$ cat config.mk
export PLATFORM = sky130hd
export DESIGN_NAME = debug_register_dump_flat
export DESIGN_NICKNAME = d
export VERILOG_FILES = /design/src/rtl/debug_register_dump_if.sv /design/src/rtl/debug_register_dump.sv /design/src/flat_wrapper.sv
export SDC_FILE = /design/constraint.sdc
export NUM_CORES = 1
export LEC_CHECK = 0
export ABC_AREA = 0
export CORE_ASPECT_RATIO = 0.8
export CORE_UTILIZATION = 33
export CTS_BUF_LIST = sky130_fd_sc_hd__clkbuf_8
export CTS_CLUSTER_DIAMETER = 120
export DETAILED_ROUTE_END_ITERATION = 16
export GPL_TIMING_DRIVEN = 0
export MAX_ROUTING_LAYER = met4
export SYNTH_ARGS = -nofsm -noshare
export SYNTH_HDL_FRONTEND = slang
export SYNTH_SLANG_ARGS = --single-unit
export TNS_END_PERCENT = 30
$ cat constraint.sdc
create_clock -name i_clock -period 2.3 [get_ports i_clock]
set_input_delay 0.46 -clock i_clock [delete_from_list [all_inputs] [get_ports i_clock]]
set_output_delay 0.46 -clock i_clock [all_outputs]
set_load 0.03 [all_outputs]
$ cat src/rtl/debug_register_dump_if.sv
// Handshake bundle between the register dump engine, the register file debug
// read port and the byte-wide TX path.
interface debug_register_dump_if #(
    parameter int CANTIDAD_BITS_REGISTROS         = 32,
    parameter int CANTIDAD_BITS_ADDRESS_REGISTROS = 5
);
    logic                                       i_start;
    logic                                       i_abort;
    logic [CANTIDAD_BITS_ADDRESS_REGISTROS-1:0] o_reg_read_address;
    logic [CANTIDAD_BITS_REGISTROS-1:0]         i_reg_data;
    logic [7:0]                                 o_byte_data;
    logic                                       o_byte_valid;
    logic                                       i_byte_ready;
    logic                                       o_busy;
    logic                                       o_done;

    modport slave (
        input  i_start, i_abort, i_reg_data, i_byte_ready,
        output o_reg_read_address, o_byte_data, o_byte_valid, o_busy, o_done
    );

    modport master (
        output i_start, i_abort, i_reg_data, i_byte_ready,
        input  o_reg_read_address, o_byte_data, o_byte_valid, o_busy, o_done
    );
endinterface

$ cat src/rtl/debug_register_dump.sv
// Walks every register address on the debug read port and streams each word
// MSB-first as bytes over a valid/ready interface toward the UART transmitter.
//
// state       | meaning
// S_IDLE      | waiting for i_start, outputs quiet
// S_WAIT_DATA | address driven, counting down register file read latency
// S_SEND      | word captured, presenting bytes until the last one is taken
module debug_register_dump #(
    parameter int CANTIDAD_REGISTROS              = 32,
    parameter int CANTIDAD_BITS_REGISTROS         = 32,
    parameter int CANTIDAD_BITS_ADDRESS_REGISTROS = 5,
    parameter int LATENCIA_LECTURA                = 1
) (
    input logic                  i_clock,
    input logic                  i_reset,
    debug_register_dump_if.slave bus
);
    localparam int NB   = CANTIDAD_BITS_REGISTROS / 8;
    localparam int IDXW = (NB > 1) ? $clog2(NB) : 1;
    localparam int CNTW = $clog2(LATENCIA_LECTURA + 1);
    localparam int W    = CANTIDAD_BITS_REGISTROS;
    localparam int AW   = CANTIDAD_BITS_ADDRESS_REGISTROS;

    typedef enum logic [1:0] {
        S_IDLE,
        S_WAIT_DATA,
        S_SEND
    } state_t;

    state_t          state_q, state_d;
    logic [AW-1:0]   addr_q, addr_d;
    logic [CNTW-1:0] cnt_q, cnt_d;
    logic [IDXW-1:0] idx_q, idx_d;
    logic [W-1:0]    shift_q, shift_d;
    logic [W-1:0]    shifted;
    logic [7:0]      byte_q, byte_d;
    logic            valid_q, valid_d;
    logic            busy_q, busy_d;
    logic            done_q, done_d;

    always_ff @(posedge i_clock or posedge i_reset) begin
        if (i_reset) begin
            state_q <= S_IDLE;
            addr_q  <= '0;
            cnt_q   <= '0;
            idx_q   <= '0;
            shift_q <= '0;
            byte_q  <= '0;
            valid_q <= 1'b0;
            busy_q  <= 1'b0;
            done_q  <= 1'b0;
        end else begin
            state_q <= state_d;
            addr_q  <= addr_d;
            cnt_q   <= cnt_d;
            idx_q   <= idx_d;
            shift_q <= shift_d;
            byte_q  <= byte_d;
            valid_q <= valid_d;
            busy_q  <= busy_d;
            done_q  <= done_d;
        end
    end

    always_comb begin
        state_d = state_q;
        addr_d  = addr_q;
        cnt_d   = cnt_q;
        idx_d   = idx_q;
        shift_d = shift_q;
        byte_d  = byte_q;
        valid_d = valid_q;
        busy_d  = busy_q;
        done_d  = 1'b0;
        shifted = shift_q << 8;

        case (state_q)
            S_IDLE: begin
                if (bus.i_start && !bus.i_abort) begin
                    addr_d  = '0;
                    busy_d  = 1'b1;
                    cnt_d   = CNTW'(LATENCIA_LECTURA);
                    state_d = S_WAIT_DATA;
                end
            end
            S_WAIT_DATA: begin
                if (cnt_q == '0) begin
                    shift_d = bus.i_reg_data;
                    byte_d  = bus.i_reg_data[W-1 -: 8];
                    valid_d = 1'b1;
                    idx_d   = '0;
                    state_d = S_SEND;
                end else begin
                    cnt_d = cnt_q - CNTW'(1);
                end
            end
            S_SEND: begin
                if (valid_q && bus.i_byte_ready) begin
                    if (idx_q != IDXW'(NB - 1)) begin
                        shift_d = shifted;
                        byte_d  = shifted[W-1 -: 8];
                        idx_d   = idx_q + IDXW'(1);
                    end else begin
                        valid_d = 1'b0;
                        if (addr_q == AW'(CANTIDAD_REGISTROS - 1)) begin
                            busy_d  = 1'b0;
                            done_d  = 1'b1;
                            state_d = S_IDLE;
                        end else begin
                            addr_d  = addr_q + AW'(1);
                            cnt_d   = CNTW'(LATENCIA_LECTURA);
                            state_d = S_WAIT_DATA;
                        end
                    end
                end
            end
            default: state_d = S_IDLE;
        endcase

        // Abort wins over a simultaneous byte transfer or completion.
        if (bus.i_abort && (state_q != S_IDLE)) begin
            state_d = S_IDLE;
            valid_d = 1'b0;
            busy_d  = 1'b0;
            done_d  = 1'b0;
            addr_d  = '0;
        end
    end

    assign bus.o_reg_read_address = addr_q;
    assign bus.o_byte_data        = byte_q;
    assign bus.o_byte_valid       = valid_q;
    assign bus.o_busy             = busy_q;
    assign bus.o_done             = done_q;
endmodule

$ cat src/flat_wrapper.sv
// flat-port wrapper written by rule: the top's interface ports become plain ports
module debug_register_dump_flat 
#(
    parameter int CANTIDAD_REGISTROS              = 32,
    parameter int CANTIDAD_BITS_REGISTROS         = 32,
    parameter int CANTIDAD_BITS_ADDRESS_REGISTROS = 5,
    parameter int LATENCIA_LECTURA                = 1
)
  (i_clock, i_reset, bus_i_start, bus_i_abort, bus_i_reg_data, bus_i_byte_ready, bus_o_reg_read_address, bus_o_byte_data, bus_o_byte_valid, bus_o_busy, bus_o_done);
  debug_register_dump_if #(.CANTIDAD_BITS_REGISTROS(CANTIDAD_BITS_REGISTROS), .CANTIDAD_BITS_ADDRESS_REGISTROS(CANTIDAD_BITS_ADDRESS_REGISTROS)) bus_i ();
  input logic i_clock;
  input logic i_reset;
  input wire logic [$bits(bus_i.i_start)-1:0] bus_i_start;
  input wire logic [$bits(bus_i.i_abort)-1:0] bus_i_abort;
  input wire logic [$bits(bus_i.i_reg_data)-1:0] bus_i_reg_data;
  input wire logic [$bits(bus_i.i_byte_ready)-1:0] bus_i_byte_ready;
  output wire logic [$bits(bus_i.o_reg_read_address)-1:0] bus_o_reg_read_address;
  output wire logic [$bits(bus_i.o_byte_data)-1:0] bus_o_byte_data;
  output wire logic [$bits(bus_i.o_byte_valid)-1:0] bus_o_byte_valid;
  output wire logic [$bits(bus_i.o_busy)-1:0] bus_o_busy;
  output wire logic [$bits(bus_i.o_done)-1:0] bus_o_done;
  assign bus_i.i_start = bus_i_start;
  assign bus_i.i_abort = bus_i_abort;
  assign bus_i.i_reg_data = bus_i_reg_data;
  assign bus_i.i_byte_ready = bus_i_byte_ready;
  assign bus_o_reg_read_address = bus_i.o_reg_read_address;
  assign bus_o_byte_data = bus_i.o_byte_data;
  assign bus_o_byte_valid = bus_i.o_byte_valid;
  assign bus_o_busy = bus_i.o_busy;
  assign bus_o_done = bus_i.o_done;
  debug_register_dump #(.CANTIDAD_REGISTROS(CANTIDAD_REGISTROS), .CANTIDAD_BITS_REGISTROS(CANTIDAD_BITS_REGISTROS), .CANTIDAD_BITS_ADDRESS_REGISTROS(CANTIDAD_BITS_ADDRESS_REGISTROS), .LATENCIA_LECTURA(LATENCIA_LECTURA)) u_core (.i_clock(i_clock), .i_reset(i_reset), .bus(bus_i));
endmodule
Yosys cells after proc, flatten, opt, wreduce, memory -nomap -nowiden
Cells that the tools add are included.

storage, ports and cells
  bits in registers = 45
  bits of input ports = 37
  output and inout bits = 16
  logic and storage cells = 90

cells by class
  add/sub/neg operators = 3
  equal/unequal tests = 16
  muxes and demuxes = 46
  reductions and logical operators = 16

operators by type and width
  kind                                            number
  two-way mux 24 bit                              3
  case mux 24 bit (2 select lines)                1
  two-way mux 5 bit                               5
  two-way mux 8 bit                               3
  two-way mux 1 bit                               19
  two-way mux 2 bit                               8
  case mux 8 bit (2 select lines)                 1
  AND reduction 5 bit                             3
  AND reduction 4 bit                             3
  case mux 5 bit (2 select lines)                 1
  != test 3 x 1 -> 1 bit (second input constant)  3
  != test 3 bit (second input constant)           3
  nonzero test 3 bit                              3
  != test 2 bit (second input constant)           4
  != test 2 x 1 -> 1 bit (second input constant)  3
  case mux 2 bit (3 select lines)                 1
  adder 5 x 1 -> 5 bit (second input constant)    1
  equality test 5 bit (second input constant)     1
  case mux 1 bit (2 select lines)                 2
  case mux 2 bit (2 select lines)                 1
  nonzero test 2 bit                              2
  logical AND 1 bit                               3
  case mux 1 bit (3 select lines)                 1
  adder 2 x 1 -> 2 bit (second input constant)    1
  other kinds (5)                                 5

Longest topological paths before layout
Gate-level depths: netlist of run 1.

  word-level depth = 6
  mapped depth = 8
  depth with buffers taken out = 7

Worst setup path before layout of run 1
Ideal clock, no wire load.

  path kind = reg-to-reg
  start point = reg u_core.addr_q[0] (netlist: u_core.bus.o_reg_read_address[0])
  end point = reg u_core.addr_q[3] (netlist: u_core.bus.o_reg_read_address[3])
  setup time = 0.121 ns
  arrival time = 1.763 ns
  required time = 2.179 ns
  path slack = 0.416 ns
  cell stages (with the launch flop) = 7
  buffers on the path = 0
  period minus slack after synthesis = 1.884 ns
  cells stage by stage = dfrtp_1 -> ha_1 -> and3_1 -> ha_1 -> nand4b_1 -> a21o_1 -> a22o_1

on the way
  word-level cells in the longest chain between the ends = 6
  elaborated cells between the ends (all ways) = 9
  those cells by class = 1 x add/sub; 2 x eq/ne; 5 x mux; 1 x reduce/logical

RTL lines
  element                          line                        source
  from (decl)                      debug_register_dump.sv:31   logic [AW-1:0] addr_q, addr_d;
  from (signal assigned)           debug_register_dump.sv:54   addr_q <= addr_d;
  adder 5 x 1 -> 5 bit             debug_register_dump.sv:110  addr_d = addr_q + AW'(1);
  two-way mux 5 bit                debug_register_dump.sv:105  if (addr_q == AW'(CANTIDAD_REGISTROS - 1)) begin
  two-way mux 5 bit                debug_register_dump.sv:99   if (idx_q != IDXW'(NB - 1)) begin
  two-way mux 5 bit                debug_register_dump.sv:98   if (valid_q && bus.i_byte_ready) begin
  case mux 5 bit (2 select lines)  debug_register_dump.sv:77   case (state_q)
  two-way mux 5 bit                debug_register_dump.sv:121  if (bus.i_abort && (state_q != S_IDLE)) begin

Parallel ways exist; a longest one is shown, timed or not. The select of a mux whose other input is x is not followed.
A chain may end at the register's enable or synchronous reset.

Worst setup path in the final report of run 1
  start point = reg u_core.state_q[0]
  end point = reg u_core.addr_q[1] (netlist: u_core.bus.o_reg_read_address[1])

on the way
  word-level cells in the longest chain between the ends = 4
  elaborated cells between the ends (all ways) = 12
  those cells by class = 5 x eq/ne; 2 x mux; 5 x reduce/logical

RTL lines
  element                                                         line                        source
  from (decl)                                                     debug_register_dump.sv:30   state_t state_q, state_d;
  from (signal assigned)                                          debug_register_dump.sv:53   state_q <= state_d;
  nonzero test 2 bit                                              debug_register_dump.sv:121
  logical AND 1 bit                                               debug_register_dump.sv:121
  != test 3 x 1 -> 1 bit (no line), or another cell as far along  --
  AND reduction 5 bit (no line)                                   --

Parallel ways exist; a longest one is shown, timed or not.

==> results of run 1 <==
power by group:
part | switching, W | internal (W) | total, W | leakage, nW
registers | 0.000200 | 0.00115 | 0.00135 | 0.563
logic | 0.00117 | 0.000844 | 0.00201 | 0.688
clock network | 0.000261 | 0.000206 | 0.000468 | 0.0491
per-stage QoR:
step | setup TNS, ns | cells | setup slack, ns | hold slack, ns
final | 0 | 353 | 0.312 | 0.379
after global routing | 0 | 353 | 0.172 | 0.382
after CTS | 0 | 353 | 0.304 | 0.382
after detailed placement | 0 | 345 | 0.199 | 0.473
after global placement | -8.67 | 344 | -0.196 | 0.458
after floorplan | 0 | 208 | 0.416 | 0.443
final timing paths:
| check | from | to | slack [ns] | depth (start not counted) |
|---|---|---|---|---|
| worst max-delay path | u_core.state_q[0]$_DFFE_PP0P_ | u_core.bus.o_reg_read_address[1]$_DFFE_PP0P_ | 0.31 | 6 |
| worst min-delay path | i_reset | u_core.bus.o_reg_read_address[2]$_DFFE_PP0P_ | 0.38 | 2 |
| worst max register to register | u_core.state_q[0]$_DFFE_PP0P_ | u_core.bus.o_reg_read_address[1]$_DFFE_PP0P_ | 0.31 | 6 |
| worst min register to register | u_core.bus.o_byte_data[3]$_DFFE_PP0P_ | u_core.bus.o_byte_data[3]$_DFFE_PP0P_ | 0.49 | 2 |
| max in group asynchronous | i_reset | u_core.shift_q[19]$_DFFE_PP0P_ | 1.48 | 3 |
| min in group i_clock | u_core.bus.o_byte_data[3]$_DFFE_PP0P_ | u_core.bus.o_byte_data[3]$_DFFE_PP0P_ | 0.49 | 2 |
registers in the layout, summed over array words and instances (netlist names):
name	flops
u_core.idx_q	2
u_core.state_q	2
u_core.bus.o_busy	1
u_core.shift_q	24
u_core.bus.o_done	1
u_core.bus.o_byte_valid	1
u_core.bus.o_reg_read_address	5
u_core.cnt_q	1
u_core.bus.o_byte_data	8
per-layer routing:
| metal | track usage | routed length [um] | up-vias |
|---|---|---|---|
| met5 | - | 0 | - |
| met4 | 0.0564 | 72 | 0 |
| met3 | 0.0293 | 246 | 8 |
| met2 | 0.230 | 2130 | 43 |
| met1 | 0.239 | 2590 | 789 |
| li1 | - | - | 852 |
critical path, delay by kind of cell (launching register included):
kind,cells,cell delay (ns)
mux,1,0.33
compound gates,1,0.20
buf+inv,1,0.10
simple gates,2,0.55
flops,1,0.42
fa+ha+maj,1,0.28
Yosys cell counts, types with 2 or more instances:
cell type / number
mux2_1: 2
a21o_1: 3
nand2b_1: 4
inv_1: 7
o21ai_1: 27
ha_1: 10
nand3_1: 3
clkbuf_1: 3
nand3b_1: 2
dfrtp_1: 45
a21oi_1: 5
nand2_1: 30
buf_2: 6
a22o_1: 10
nor2_1: 8
mux2i_1: 26
and3_1: 2
cell families (layout without fill, tap and decap cells):
group / after synthesis / after routing / synth area share
flip-flops: 45 / 45 / 0.508
AND/OR/NAND/NOR: 54 / 54 / 0.110
adder cells (fa/ha/maj): 10 / 10 / 0.0565
AO/OA/AOI/OAI: 54 / 54 / 0.162
buffers and inverters: 17 / 78 / 0.0356
multiplexers: 28 / 28 / 0.128
layout by cell type, fill, tap and decap left out, drive strengths merged, types with 2 or more instances in the layout:
cell type,count
nor2,8
nand3b,2
buf,8
o21ai,27
inv,8
dfrtp,45
mux2,2
clkbuf,8
and3,2
mux2i,26
ha,10
nand2,30
a21o,3
a22o,10
a31oi,2
clkdlybuf4s50,52
a32o,2
clkinv,2
a21oi,6
nand2b,4
nand3,3
area by class of cell:
class | count | area share
multi-input cells | 146 | 0.343
clock buffers | 5 | 0.0234
repair buffers | 53 | 0.184
plain buffers | 10 | 0.0179
clock inverters | 3 | 0.00468
well taps | 84 | 0.0357
flip-flops and latches | 45 | 0.383
inverters | 7 | 0.00893
==> impl_metrics.csv, run 1 <==
group,metric,value,unit
critical_path,slowest_delay,0.42,ns
run_status,status,"finished clean",
sta,slew_headroom,0.628,
die,io_pins,53,
sta,max_clock_freq,503,MHz
pwr,fin_total_pwr,0.00383,W
drt,routedWlPerCell,14.3,um
critical_path,cp_cell_sequence,"inv_1 > ha_1 > nand2b_1 > and2_2 > a21oi_4 > mux2_1",
synthesis,syn_nets,255,
drt,drt_iter0_markers,56,
clock_tree,htreeDepth,2,
critical_path,critPathCaptureType,"flip-flop",
die,die_w,93.6,um
sta,slew_violations,0,
die,start_util,0.344,
clock_tree,clk_latency,0.29,ns
synthesis,synth_top_cell_area_share,0.508,
drt,drc,0,
synthesis,ys_top_cells_by_area,"dfrtp_1, mux2i_1, o21ai_1",
synthesis,synth_warnings,0,
layout,fin_util,0.457,
critical_path,crit_path_start_kind,"flip-flop",
critical_path,critPathArrivalTime,2.17,ns
pwr,power_density,1300,nW/um2
placed_design,port_buffers,52,
global_route,antenna_found_initial,0,
clock_tree,path_clk_slew,0.08,ns
layout,fill_cells,619,
clock_tree,clockBufferDepth,2,
layout,design_area,2940,um2
sta,rsz0062_at_grt,"no",
sta,fin_crit_sh,0.864,
die,placementRows,26,
drt,via_per_inst,4.79,
layout,area_growth,32.9,%
pwr,ir_drop,0.599,mV
global_route,grt_use_total,0.165,
global_route,grt_overflow_total,0,
critical_path,crit_type,"flip-flop to flip-flop",
global_route,grt_max_degree,40,
critical_path,cp_max_fo,7,
synthesis,ys_ff_latch,45,
synthesis,syn_area,2210,um2
synthesis,synth-seq-area-share,0.508,
synthesis,syn_avg_cell_area,10.6,um2
drt,drt-total-wl,5.04,mm
clock_tree,postCtsSetupBuffers,0,
sta,min_period,1.99,ns
worst_hold_path,hp-class,"primary input to asynchronous set/reset pin",
placed_design,finalWeightedCongestion,0.791,
layout,diodes,0,
layout,drive_gt1_frac,0.0743,
placed_design,dpl_cell_area,2860,um2
die,dieHeight,75.3,um
drt,vias,1692,
sta,max_slew.worst_pin.slew,0.556,ns
placed_design,dp_hpwl,3.64,mm
sta,hold_viol,0,
synthesis,synth_edf_count,0,
die,dieArea,7040,um2
pwr,power_leakage,1.30,nW
synthesis,synth_cell_types,32,
synthesis,synth-async-reset-ratio,1.00,
critical_path,required,2.48,ns
layout,regArea,1130,um2
synthesis,synthCells,208,
clock_tree,cts_tree,"yes",
layout,fin_nets,315,
drt,postRouteAntennaNets,0,
clock_tree,cts_made_buffers,5,
sta,finalSetupViolCount,0,
synthesis,synth.largest_area_cell,"dfrtp_1",
flow_run,max-cap-violations,0,
layout,multi_input_area,1010,um2
die,core,6440,um2
synthesis,synth_flop_cell,"dfrtp_1",
global_route,grt_pass1_wl,8.31,mm
global_route,grt_pass1_vias,1641,
clock_tree,root_buffer,"clkbuf_8",
drt,first_pass_iters,4,
clock_tree,hold_buffers,0,
clock_tree,cts_resized,0,
critical_path,worst_path_max_delay_cell,"dfrtp_1",
clock_tree,cts_sinks,45,
sta,fin_worst_skew,0.00286,ns
Power figures use the tool's default switching activity.
==> run 2, diff against run 1 <==
--- a/config.mk
+++ b/config.mk
@@ -7,12 +7,13 @@
 export LEC_CHECK = 0
 export ABC_AREA = 0
 export CORE_ASPECT_RATIO = 0.8
-export CORE_UTILIZATION = 33
+export CORE_UTILIZATION = 51
 export CTS_BUF_LIST = sky130_fd_sc_hd__clkbuf_8
 export CTS_CLUSTER_DIAMETER = 120
 export DETAILED_ROUTE_END_ITERATION = 16
 export GPL_TIMING_DRIVEN = 0
 export MAX_ROUTING_LAYER = met4
+export PLACE_DENSITY = 0.86
 export SYNTH_ARGS = -nofsm -noshare
 export SYNTH_HDL_FRONTEND = slang
 export SYNTH_SLANG_ARGS = --single-unit
==> impl_metrics.csv, run 2 (synthesis gave the netlist of run 1 again) <==
group,metric,value,unit
run_status,status,"finished clean",
critical_path,worst_path_dominant_cell_family,"simple AND/OR/NAND/NOR gates",
sta,min_period,1.95,ns
critical_path,critPathArrivalTime,2.14,ns
layout,layout_commonest_cell,"clkdlybuf4s50_1",
drt,first_pass_iters,4,
critical_path,critPathCaptureType,"flip-flop",
layout,fin_util,0.701,
critical_path,r2r_slack,0.35,ns
clock_tree,clk_latency,0.30,ns
layout,largest_reg_flops,24,
sta,max_clock_freq,512,MHz
sta,fin_worst_skew,0.00830,ns
clock_tree,htreeDepth,2,
placed_design,dp_hpwl,3.48,mm
placed_design,pre_cts_slack,0.215,ns
critical_path,crit_path_start_kind,"flip-flop",
drt,via_per_inst,5.40,
critical_path,required,2.48,ns
placed_design,finalWeightedCongestion,0.827,
clock_tree,clockBufferDepth,2,
placed_design,port_buffers,52,
sta,rsz0062_at_grt,"no",
drt,routedWlPerCell,15.2,um
pwr,p_sw_frac,0.421,
drt,postRouteAntennaNets,0,
die,start_util,0.530,
sta,hold_viol,0,
clock_tree,cts_resized,0,
flow_run,max-cap-violations,0,
pwr,power_density,1360,nW/um2
critical_path,cp_max_fo,7,
sta,slew_headroom,0.617,
die,io_pins,53,
sta,hold-worst-slack,0.374,ns
pwr,fin_total_pwr,0.00398,W
global_route,grt_overflow_total,0,
pwr,power.switching,0.00168,W
critical_path,worst_path_max_delay_cell,"dfrtp_1",
die,placementRows,21,
layout,drive_gt1_frac,0.0746,
clock_tree,postCtsSetupBuffers,0,
clock_tree,hold_buffers,0,
clock_tree,root_buffer,"clkbuf_8",
layout,largest_register,"u_core.shift_q",
clock_tree,cts_made_buffers,5,
pwr,pwr-share-seq,0.342,
critical_path,crit_type,"flip-flop to flip-flop",
drt,drt-total-wl,4.93,mm
sta,finalWorstSetupSlack,0.347,ns
worst_hold_path,hp-class,"primary input to asynchronous set/reset pin",
drt,drt_iter0_markers,178,
die,dieArea,4610,um2
critical_path,cp_num_buf_inv,1,
global_route,grt_use_total,0.247,
global_route,grt_max_degree,40,
sta,finalSetupTns,0,ns
sta,finalSetupViolCount,0,
global_route,grt_pass1_vias,1718,
clock_tree,cts_tree,"yes",
drt,drc,0,
clock_tree,path_clk_slew,0.08,ns
sta,max_slew.worst_pin.slew,0.572,ns
critical_path,cp_cell_sequence,"inv_1 > ha_1 > nand2b_1 > and2_2 > a21oi_4 > mux2_1",
layout,diodes,0,
pwr,p_comb_frac,0.510,
sta,fin_crit_sh,0.849,
pwr,internal-power,0.00231,W
die,core,4180,um2
clock_tree,cts_sinks,45,
pwr,power_leakage,1.31,nW
layout,fin_nets,315,
layout,area_growth,32.3,%
critical_path,slowest_delay,0.41,ns
sta,slew_violations,0,
global_route,grt_pass1_wl,8.09,mm
die,die_w,75.7,um
pwr,p_clk_frac,0.148,
drt,vias,1755,
pwr,ir_drop,0.696,mV
global_route,antenna_found_initial,0,
die,dieHeight,60.9,um
layout,final_cell_mix,"clkdlybuf4s50_1, dfrtp_1, nand2_1",
[run 2: worst register-to-register path, delay by kind of cell, from the launching register on]
family,cells,cell delay (ns)
compound gates,1,0.19
fa+ha+maj,1,0.28
buf+inv,1,0.10
flops,1,0.41
mux,1,0.34
simple gates,2,0.52
[run 2: worst paths after layout]
kind,start,end,cells after the start
max,u_core.state_q[0]$_DFFE_PP0P_,u_core.bus.o_reg_read_address[1]$_DFFE_PP0P_,6
min reg2reg,u_core.shift_q[10]$_DFFE_PP0P_,u_core.shift_q[10]$_DFFE_PP0P_,2
max in group asynchronous,i_reset,u_core.state_q[0]$_DFFE_PP0P_,3
min,i_reset,u_core.bus.o_reg_read_address[2]$_DFFE_PP0P_,2
max reg2reg,u_core.state_q[0]$_DFFE_PP0P_,u_core.bus.o_reg_read_address[1]$_DFFE_PP0P_,6
min in group i_clock,u_core.shift_q[10]$_DFFE_PP0P_,u_core.shift_q[10]$_DFFE_PP0P_,2
[run 2: power by group through the flow]
stage	Combinational, W	Clock, W	Sequential, W
after CTS	0.00205	0.000581	0.00136
after floorplan	0.00125	0	0.00150
after global placement	0.00192	0	0.00135
after global routing	0.00228	0.000619	0.00140
final	0.00203	0.000588	0.00136
after detailed placement	0.00202	0	0.00137
[run 2: layer usage]
layer / GRT usage / routed length, um
met3: 0.0449 / 160
met4: 0.0635 / 26
met5: - / 0
met2: 0.383 / 2380
met1: 0.338 / 2360
[run 2: area by class of cell]
| type | instances | area (um2) |
|---|---|---|
| Tap cell | 57 | 71.3 |
| Buffer | 10 | 52.6 |
| Multi-Input combinational cell | 146 | 1010 |
| Sequential cell | 45 | 1130 |
| Timing Repair Buffer | 53 | 541 |
| Fill cell | 299 | 1250 |
| Clock buffer | 5 | 68.8 |
| Clock inverter | 2 | 35.0 |
| Inverter | 7 | 26.3 |
[run 2: metrics by stage]
| step | std cells | instance area, um2 |
|---|---|---|
| floorplan | 208 | 2210 |
| global placement | 317 | 2810 |
| detailed placement | 318 | 2830 |
| CTS | 325 | 2930 |
| global route | 325 | 2930 |
| finish | 325 | 2930 |
